File: config.mk
export PLATFORM = sky130hd
export DESIGN_NAME = pipelined_addsub_flat
export DESIGN_NICKNAME = d
export VERILOG_FILES = /design/src/rtl/adder_pkg.sv /design/src/rtl/pipelined_addsub_if.sv /design/src/rtl/addsub_chunk_stage.sv /design/src/rtl/pipelined_addsub.sv /design/src/flat_wrapper.sv
export SDC_FILE = /design/constraint.sdc
export NUM_CORES = 2
export LEC_CHECK = 0
export ABC_AREA = 0
export BUFFER_PORTS_ARGS = -buffer_cell sky130_fd_sc_hd__buf_2
export CAP_MARGIN = 5
export CORE_ASPECT_RATIO = 0.75
export CORE_MARGIN = 10
export CORE_UTILIZATION = 43
export CTS_BUF_LIST = sky130_fd_sc_hd__clkbuf_4 sky130_fd_sc_hd__clkbuf_8
export DETAILED_ROUTE_END_ITERATION = 16
export GPL_TIMING_DRIVEN = 0
export PLACE_DENSITY = 0.66
export SLEW_MARGIN = 25
export SYNTH_ARGS = -nofsm -noshare
export SYNTH_HDL_FRONTEND = slang
export SYNTH_SLANG_ARGS = --single-unit
File: constraint.sdc
create_clock -name clk -period 7.15 [get_ports clk]
set_input_delay 1.43 -clock clk [delete_from_list [all_inputs] [get_ports clk]]
set_output_delay 1.43 -clock clk [all_outputs]
set_load 0.1 [all_outputs]
File: src/rtl/adder_pkg.sv
// Shared chunking helpers, mode encoding and the per-stage carry/valid bundle
// used by the pipelined wide adder/subtractor.
package adder_pkg;

    localparam logic MODE_ADD = 1'b0;
    localparam logic MODE_SUB = 1'b1;

    typedef struct packed {
        logic vld;
        logic carry;
    } stage_ctl_t;

    // Nominal chunk width: ceil(width / stages).
    function automatic int chunk_width(input int width, input int stages);
        return (width + stages - 1) / stages;
    endfunction

    function automatic int chunk_lo(input int k, input int width, input int stages);
        return k * chunk_width(width, stages);
    endfunction

    // The last stage takes whatever bits remain above the full-size chunks.
    function automatic int chunk_w_of(input int k, input int width, input int stages);
        if (k == stages - 1)
            return width - (stages - 1) * chunk_width(width, stages);
        return chunk_width(width, stages);
    endfunction

endpackage

File: src/rtl/pipelined_addsub_if.sv
// Operand/result stream bundle for pipelined_addsub: valid/ready on both sides,
// mode and carry-in travel with the operands.
interface pipelined_addsub_if #(
    parameter int WIDTH = 148
);
    logic             in_valid;
    logic             in_ready;
    logic [WIDTH-1:0] a;
    logic [WIDTH-1:0] b;
    logic             sub;
    logic             cin;
    logic             out_valid;
    logic             out_ready;
    logic [WIDTH:0]   sum;

    modport master (
        output in_valid, a, b, sub, cin, out_ready,
        input  in_ready, out_valid, sum
    );

    modport slave (
        input  in_valid, a, b, sub, cin, out_ready,
        output in_ready, out_valid, sum
    );
endinterface

File: src/rtl/addsub_chunk_stage.sv
// One pipeline slice: adds chunk [LO +: CHUNK_W] with the incoming carry, registers it; one cycle.
// Holds everything while en is low; operands and lower result bits ride through unchanged.
module addsub_chunk_stage
    import adder_pkg::*;
#(
    parameter int WIDTH   = 148,
    parameter int CHUNK_W = 37,
    parameter int LO      = 0
) (
    input  logic             clk,
    input  logic             rst_n,
    input  logic             en,
    input  stage_ctl_t       ctl_i,
    input  logic [WIDTH-1:0] a_i,
    input  logic [WIDTH-1:0] bx_i,
    input  logic [WIDTH-1:0] r_i,
    output stage_ctl_t       ctl_o,
    output logic [WIDTH-1:0] a_o,
    output logic [WIDTH-1:0] bx_o,
    output logic [WIDTH-1:0] r_o
);

    logic [CHUNK_W:0]  part;
    logic [WIDTH-1:0]  r_nxt;

    always_comb begin
        part  = {1'b0, a_i[LO +: CHUNK_W]} + {1'b0, bx_i[LO +: CHUNK_W]}
              + {{CHUNK_W{1'b0}}, ctl_i.carry};
        r_nxt = r_i;
        r_nxt[LO +: CHUNK_W] = part[CHUNK_W-1:0];
    end

    always_ff @(posedge clk or negedge rst_n) begin
        if (!rst_n) begin
            ctl_o <= '0;
            a_o   <= '0;
            bx_o  <= '0;
            r_o   <= '0;
        end else if (en) begin
            ctl_o.vld   <= ctl_i.vld;
            ctl_o.carry <= part[CHUNK_W];
            a_o         <= a_i;
            bx_o        <= bx_i;
            r_o         <= r_nxt;
        end
    end

endmodule

File: src/rtl/pipelined_addsub.sv
// WIDTH-bit add/sub split into STAGES carry-chained chunks; result STAGES cycles after accept.
// Full-pipeline stall: every stage holds while out_valid is high and out_ready is low.
module pipelined_addsub
    import adder_pkg::*;
#(
    parameter int WIDTH  = 148,
    parameter int STAGES = 4
) (
    input  logic               clk,
    input  logic               rst_n,
    pipelined_addsub_if.slave  io
);

    stage_ctl_t       ctl_p [0:STAGES];
    logic [WIDTH-1:0] a_p   [0:STAGES];
    logic [WIDTH-1:0] bx_p  [0:STAGES];
    logic [WIDTH-1:0] r_p   [0:STAGES];
    logic             en;

    // Ready depends only on the output register, never on in_valid.
    assign io.in_ready = !io.out_valid || io.out_ready;
    assign en          = io.in_ready;

    // Subtraction is A + ~B + 1: invert B up front and force the first carry.
    assign ctl_p[0].vld   = io.in_valid;
    assign ctl_p[0].carry = (io.sub == MODE_SUB) ? 1'b1 : io.cin;
    assign a_p[0]         = io.a;
    assign bx_p[0]        = (io.sub == MODE_SUB) ? ~io.b : io.b;
    assign r_p[0]         = '0;

    for (genvar k = 0; k < STAGES; k++) begin : g_stage
        localparam int LO_K = chunk_lo(k, WIDTH, STAGES);
        localparam int CW_K = chunk_w_of(k, WIDTH, STAGES);

        addsub_chunk_stage #(
            .WIDTH   (WIDTH),
            .CHUNK_W (CW_K),
            .LO      (LO_K)
        ) u_stage (
            .clk   (clk),
            .rst_n (rst_n),
            .en    (en),
            .ctl_i (ctl_p[k]),
            .a_i   (a_p[k]),
            .bx_i  (bx_p[k]),
            .r_i   (r_p[k]),
            .ctl_o (ctl_p[k+1]),
            .a_o   (a_p[k+1]),
            .bx_o  (bx_p[k+1]),
            .r_o   (r_p[k+1])
        );
    end

    // The last stage's carry-out is the top result bit (no-borrow flag in sub mode).
    assign io.out_valid = ctl_p[STAGES].vld;
    assign io.sum       = {ctl_p[STAGES].carry, r_p[STAGES]};

endmodule

File: src/flat_wrapper.sv
// flat-port wrapper written by rule: the top's interface ports become plain ports
module pipelined_addsub_flat import adder_pkg::*;
#(
    parameter int WIDTH  = 148,
    parameter int STAGES = 4
)
  (clk, rst_n, io_in_valid, io_a, io_b, io_sub, io_cin, io_out_ready, io_in_ready, io_out_valid, io_sum);
  pipelined_addsub_if #(.WIDTH(WIDTH)) io_i ();
  input  logic clk;
  input  logic rst_n;
  input wire logic [$bits(io_i.in_valid)-1:0] io_in_valid;
  input wire logic [$bits(io_i.a)-1:0] io_a;
  input wire logic [$bits(io_i.b)-1:0] io_b;
  input wire logic [$bits(io_i.sub)-1:0] io_sub;
  input wire logic [$bits(io_i.cin)-1:0] io_cin;
  input wire logic [$bits(io_i.out_ready)-1:0] io_out_ready;
  output wire logic [$bits(io_i.in_ready)-1:0] io_in_ready;
  output wire logic [$bits(io_i.out_valid)-1:0] io_out_valid;
  output wire logic [$bits(io_i.sum)-1:0] io_sum;
  assign io_i.in_valid = io_in_valid;
  assign io_i.a = io_a;
  assign io_i.b = io_b;
  assign io_i.sub = io_sub;
  assign io_i.cin = io_cin;
  assign io_i.out_ready = io_out_ready;
  assign io_in_ready = io_i.in_ready;
  assign io_out_valid = io_i.out_valid;
  assign io_sum = io_i.sum;
  pipelined_addsub #(.WIDTH(WIDTH), .STAGES(STAGES)) u_core (.clk(clk), .rst_n(rst_n), .io(io_i));
endmodule
# Word-level counts from Yosys, hierarchy flattened
# Index checks and enable logic that the tools add are counted.
[totals]
ff_bits = 1266
in_bits = 302
output_inout_bits = 151
word_cells = 31
[classes]
addsub = 8
n_mux = 2
bitwise_logic = 1
reduce_logical = 2
[ops]
columns = ["operator", "n"]
rows = [
  ["$add A37 B37 Y38", 4],
  ["$add A38 B1 Y38", 4],
  ["$mux W148", 1],
  ["$not A148 Y148", 1],
  ["$logic_not A1 Y1", 1],
  ["$logic_or A1 B1 Y1", 1],
  ["$mux W1", 1],
]

# Depth between registers and ports, before layout
[depth]
ltp_word = 4
ltp_mapped = 16
depth_no_buf = 13

# Hierarchy
# A second synthesis with hierarchy kept.
[unflattened]
hier_cells = 5283
area_unflattened_um2 = 76075.5
[by_module_without_submodules]
columns = ["mod", "n_inst", "cells_each", "area_per_inst_um2", "seq_area_each_um2"]
rows = [
  ["addsub_chunk_stage (u_core.g_stage[0].u_stage ...)", 2, 1288, 18694.2, 11160.7],
  ["addsub_chunk_stage (u_core.g_stage[2].u_stage)", 1, 1287, 18642.9, 11160.7],
  ["addsub_chunk_stage (u_core.g_stage[3].u_stage)", 1, 1252, 18505.2, 11160.7],
  ["pipelined_addsub", 1, 168, 1539.0, 0.0],
]

# Worst setup path before layout
# OpenSTA, ideal clock, no wires.
[synth_timing]
kind = "input to register"
startpoint = "input io_sub"
endpoint = "register u_core.g_stage[0].u_stage.r_o[31]"
setup_ns = 0.094
t_arrival_ns = 4.717
required_time_ns = 7.056
path_slack_ns = 2.339
cell_stages = 14
n_path_buf = 3
path_cell_list = "clkbuf_1 -> buf_1 -> buf_1 -> xnor2_1 -> fa_1 -> nand2b_1 -> a211oi_1 -> o21ai_0 -> a21oi_2 -> a21oi_2 -> o31a_1 -> o21ai_2 -> nor4b_1 -> a211oi_1"
[synth_between]
elab_chain_len = 3
elab_cells_between_ends = 4
cone_classes = "2 x add/sub; 2 x mux"
[synth_rtl]
columns = ["element", "line_no", "rtl"]
rows = [
  ["from (decl)", "flat_wrapper.sv:14", "input wire logic [$bits(io_i.sub)-1:0] io_sub;"],
  ["$mux W148", "pipelined_addsub.sv:28", "assign bx_p[0] = (io.sub == MODE_SUB) ? ~io.b : io.b;"],
  ["$add A37 B37 Y38", "addsub_chunk_stage.sv:27", "part = {1'b0, a_i[LO +: CHUNK_W]} + {1'b0, bx_i[LO +: CHUNK_W]}"],
  ["$add A38 B1 Y38 (*)", "addsub_chunk_stage.sv:28", "+ {{CHUNK_W{1'b0}}, ctl_i.carry};"],
  ["to (signal assigned)", "addsub_chunk_stage.sv:44", "r_o <= r_nxt;"],
  ["to (decl)", "addsub_chunk_stage.sv:20", "output logic [WIDTH-1:0] r_o"],
]
# Mark *: on every way between the ends. The rest lies on a longest branch, timed or not.
# A chain may end at the register's enable or synchronous reset.

# Worst setup path after layout
[layout_timing]
startpoint = "input io_out_ready"
endpoint = "output io_in_ready"
[layout_between]
elab_chain_len = 1
[layout_rtl]
columns = ["element", "line_no", "rtl"]
rows = [
  ["from (decl)", "flat_wrapper.sv:16", "input wire logic [$bits(io_i.out_ready)-1:0] io_out_ready;"],
  ["$logic_or A1 B1 Y1", "pipelined_addsub.sv:21", "assign io.in_ready = !io.out_valid || io.out_ready;"],
  ["to (decl)", "flat_wrapper.sv:17", "output wire logic [$bits(io_i.in_ready)-1:0] io_in_ready;"],
]
# No other way between the ends.

==> impl_metrics.csv <==
group,metric,value,unit
critical_path,cp.required,5.72,ns
critical_path,cp-start-kind,"input port",
timing,fin_crit_sh,0.7212,
critical_path,worst_setup_path_end_kind,"primary output",
routing,vias_per_cell,5.164,
synth,yosys_warnings,0,
timing,fin_setup_tns,0,ns
floorplan,num_rows,96,
timing,drv_slew,0,
critical_path,path_class,"input port to primary output",
timing,setup_viol,0,
clock_network,post_cts_buffers,0,
critical_path,crit_buf_inv,6,
critical_path,ff2ff_setup_slack,3.14,ns
grt,grt_util_all_layers,0.2426,
worst_hold_path,hold_class,"register to register",
flow_run,maxCapViolations,0,
grt,grt_pass1_wl,194800,um
critical_path,cp_slowest_cell,"buf_2",
final_layout,final-instance-count-excl-fill,6471,
pwr,powerDensity,540.8,mW/mm^2
synth,syn_area_per_cell,8.674,um^2
clock_network,cts_resized,0,
routing,wl,129500,um
synth,ys_ff_latch,822,
timing,max_freq,193.9,MHz
floorplan,die_w,369.7,um
placed_design,port_buffers,451,
placed_design,place_inst,6232,
synth,synth_fp_nets,5002,
timing,fin_crit,5.157,ns
timing,hold_viol_final,0,
synth,ys.flop_type,"dfrtp_1",
pwr,power.static_leakage,23.41,nW
clock_network,clk_latency,0.83,ns
synth,netlist_area,0.03945,mm^2
clock_network,cts_sinks,822,
grt,grt_max_degree,129,
synth,ys_types,81,
routing,wl_per_cell,20.01,um
final_layout,final_cell_mix,"nand2_1 (1953), dfrtp_1 (822), buf_2 (454)",
clock_network,clk_pin_slew,0.06,ns
routing,vias,33418,
floorplan,start_util,0.4321,
final_layout,final_common_cell,"nand2_1",
floorplan,core-area,0.09129,mm^2
timing,finClkSkew,0.04782,ns
synth,async_flop_share,1.000,
synth,synthCells,4548,
critical_path,cp_slowest_stage_delay,0.54,ns
timing,hold_slack,0.4504,ns
timing,worstMarginPinSlew,1.045,ns
routing,drt_first_pass_iters,5,
final_layout,nets,5599,
synth,yosysSeqAreaShare,0.5214,
grt,overflow,0,
final_layout,final_core_util,0.5074,
floorplan,die_h,282.3,um
critical_path,worstPathMaxFanout,10,
clock_network,numCtsBuffers,136,
grt,antenna_found_initial,12,
pwr,vdd_ir_drop_max,0.5284,mV
floorplan,num_io_pins,453,
critical_path,arrival,3.73,ns
floorplan,die_area,0.1044,mm^2
clock_network,htreeDepth,4,
critical_path,cp_common_cell,"buf_2",
clock_network,cts_tree,"yes",
final_layout,drive_gt1_frac,0.1421,
synth,synth_edf_count,0,
routing,drc,0,
pwr,total_power,25.05,mW
routing,drt_iter0_drc,2791,
placed_design,dp_hpwl,98330,um
timing,rsz0062_at_grt,"no",
outcome,status,"completed",
critical_path,cpLargestDelayFamily,"buffers and inverters",
clock_network,max-clock-path-buffers,3,
timing,slew_headroom,0.3030,
critical_path,path_cells,"buf_2, nor2b_1, buf_2, inv_2, clkbuf_2, clkbuf_1, buf_2",
final_layout,syn2layout_area_growth,17.42,%
clock_network,root_buffer,"clkbuf_8",
placed_design,gp_congestion,0.9192,
grt,grt_pass1_vias,32096,
clock_network,ctsHoldBuffers,0,
routing,ant_nets,0,
-- cells in the mapped netlist, drive strengths merged, types with 3 or more instances --
cell type  instances  area, um^2
nand2           1953        7331
dfrtp            822       20570
o21ai            245        1230
a21oi            225        1152
clkbuf           201       757.0
xnor2            180        1577
ha               144        1802
nor2             140       528.0
xor2              83       727.0
a21o              72       541.8
inv               54       202.7
nand3             47       235.2
buf               32       126.4
nor3              31       160.1
o21bai            27       206.5
a31oi             25       171.4
o21a              25       187.7
and3              19       118.9
nand4             19       118.9
nor2b             19       118.9
a211oi            17       142.6
nand2b            16       100.1
o211ai            13       97.59
o31ai             12       90.09
or3               12       75.07
and2              11       68.82
nor3b             11       87.58
fa                 8       160.2
a41oi              7       68.82
a21boi             6       45.05
a221oi             6       52.55
o2111ai            6       52.55
o31a               5       43.79
a31o               4       35.04
and4               4       35.03
mux2i              4       40.04
a221o              3       30.03
a22oi              3       22.52
nand4b             3       26.28
nor4b              3       26.28
-- through the flow --
step	area, um^2	worst slack [ns]
after detailed placement	43490	1.062
after floorplan	39450	2.339
after global routing	46310	1.897
after global placement	43240	-13.24
final	46320	1.993
after CTS	46300	1.927
-- worst min-delay path, cell delays in order (launching register included) --
cell,delay (ns)
dfrtp_1,0.35
nand2_1,0.05
nand2_1,0.05
-- per-layer routing --
| metal | wire length, um | vias to the layer above | track usage |
|---|---|---|---|
| met1 | 60080 | 16154 | 0.3444 |
| met3 | 9352 | 172 | 0.05266 |
| met2 | 57030 | 1060 | 0.3698 |
| met4 | 3023 | 6 | 0.07249 |
| met5 | 32 | - | 0 |
| li1 | - | 16026 | - |
-- final timing paths --
path / startpoint / endpoint / cells after the start
setup / recovery: io_out_ready / io_in_ready / 7
hold / removal: u_core.g_stage[1].u_stage.r_o[45] / u_core.g_stage[2].u_stage.r_o[45] / 2
setup reg to reg: u_core.g_stage[3].u_stage.ctl_o[1] / u_core.g_stage[2].u_stage.a_o[144] / 8
hold reg to reg: u_core.g_stage[1].u_stage.r_o[45] / u_core.g_stage[2].u_stage.r_o[45] / 2
max in group asynchronous: rst_n / u_core.g_stage[0].u_stage.bx_o[83] / 5
min in group asynchronous: rst_n / u_core.g_stage[3].u_stage.r_o[18] / 1
-- logic make-up (layout without fill, tap and decap cells) --
group | after synthesis | in the layout | share of synthesized area
and+or+nand+nor | 2295 | 2295 | 0.2303
DFF | 822 | 822 | 0.5214
AOI/OAI and AO/OA | 725 | 725 | 0.1116
buffers and inverters | 287 | 980 | 0.02753
xor gates and xnor gates | 263 | 263 | 0.05839
adders and majority gates | 152 | 152 | 0.04973
muxes | 4 | 4 | 0.001015
other | 0 | 5 | 0
-- power breakdown --
group / switching (mW) / total [mW] / internal (mW) / leakage, nW
Sequential: 1.32 / 8.08 / 6.76 / 9.87
Combinational: 9.13 / 12.6 / 3.49 / 12.1
Clock: 1.98 / 4.36 / 2.38 / 1.49
Total: 12.4 / 25.0 / 12.6 / 23.4
-- sequential cells by signal, indices dropped and copies added (netlist names) --
name and cells:
u_core.g_stage.u_stage.a_o 222, u_core.g_stage.u_stage.bx_o 222, u_core.g_stage.u_stage.ctl_o 8, u_core.g_stage.u_stage.r_o 370
-- final cells by class --
cell class | count | area [um^2]
fill | 8779 | 44970
clock buffer | 205 | 2527
timing repair buffer | 459 | 2492
clock inverter | 29 | 280.3
sequential | 822 | 20570
buffer | 233 | 908.4
inverter | 54 | 202.7
antenna | 5 | 12.51
multi-input combinational | 3439 | 17790
tap | 1225 | 1533
Note: power is estimated with default switching activity, not from simulation.
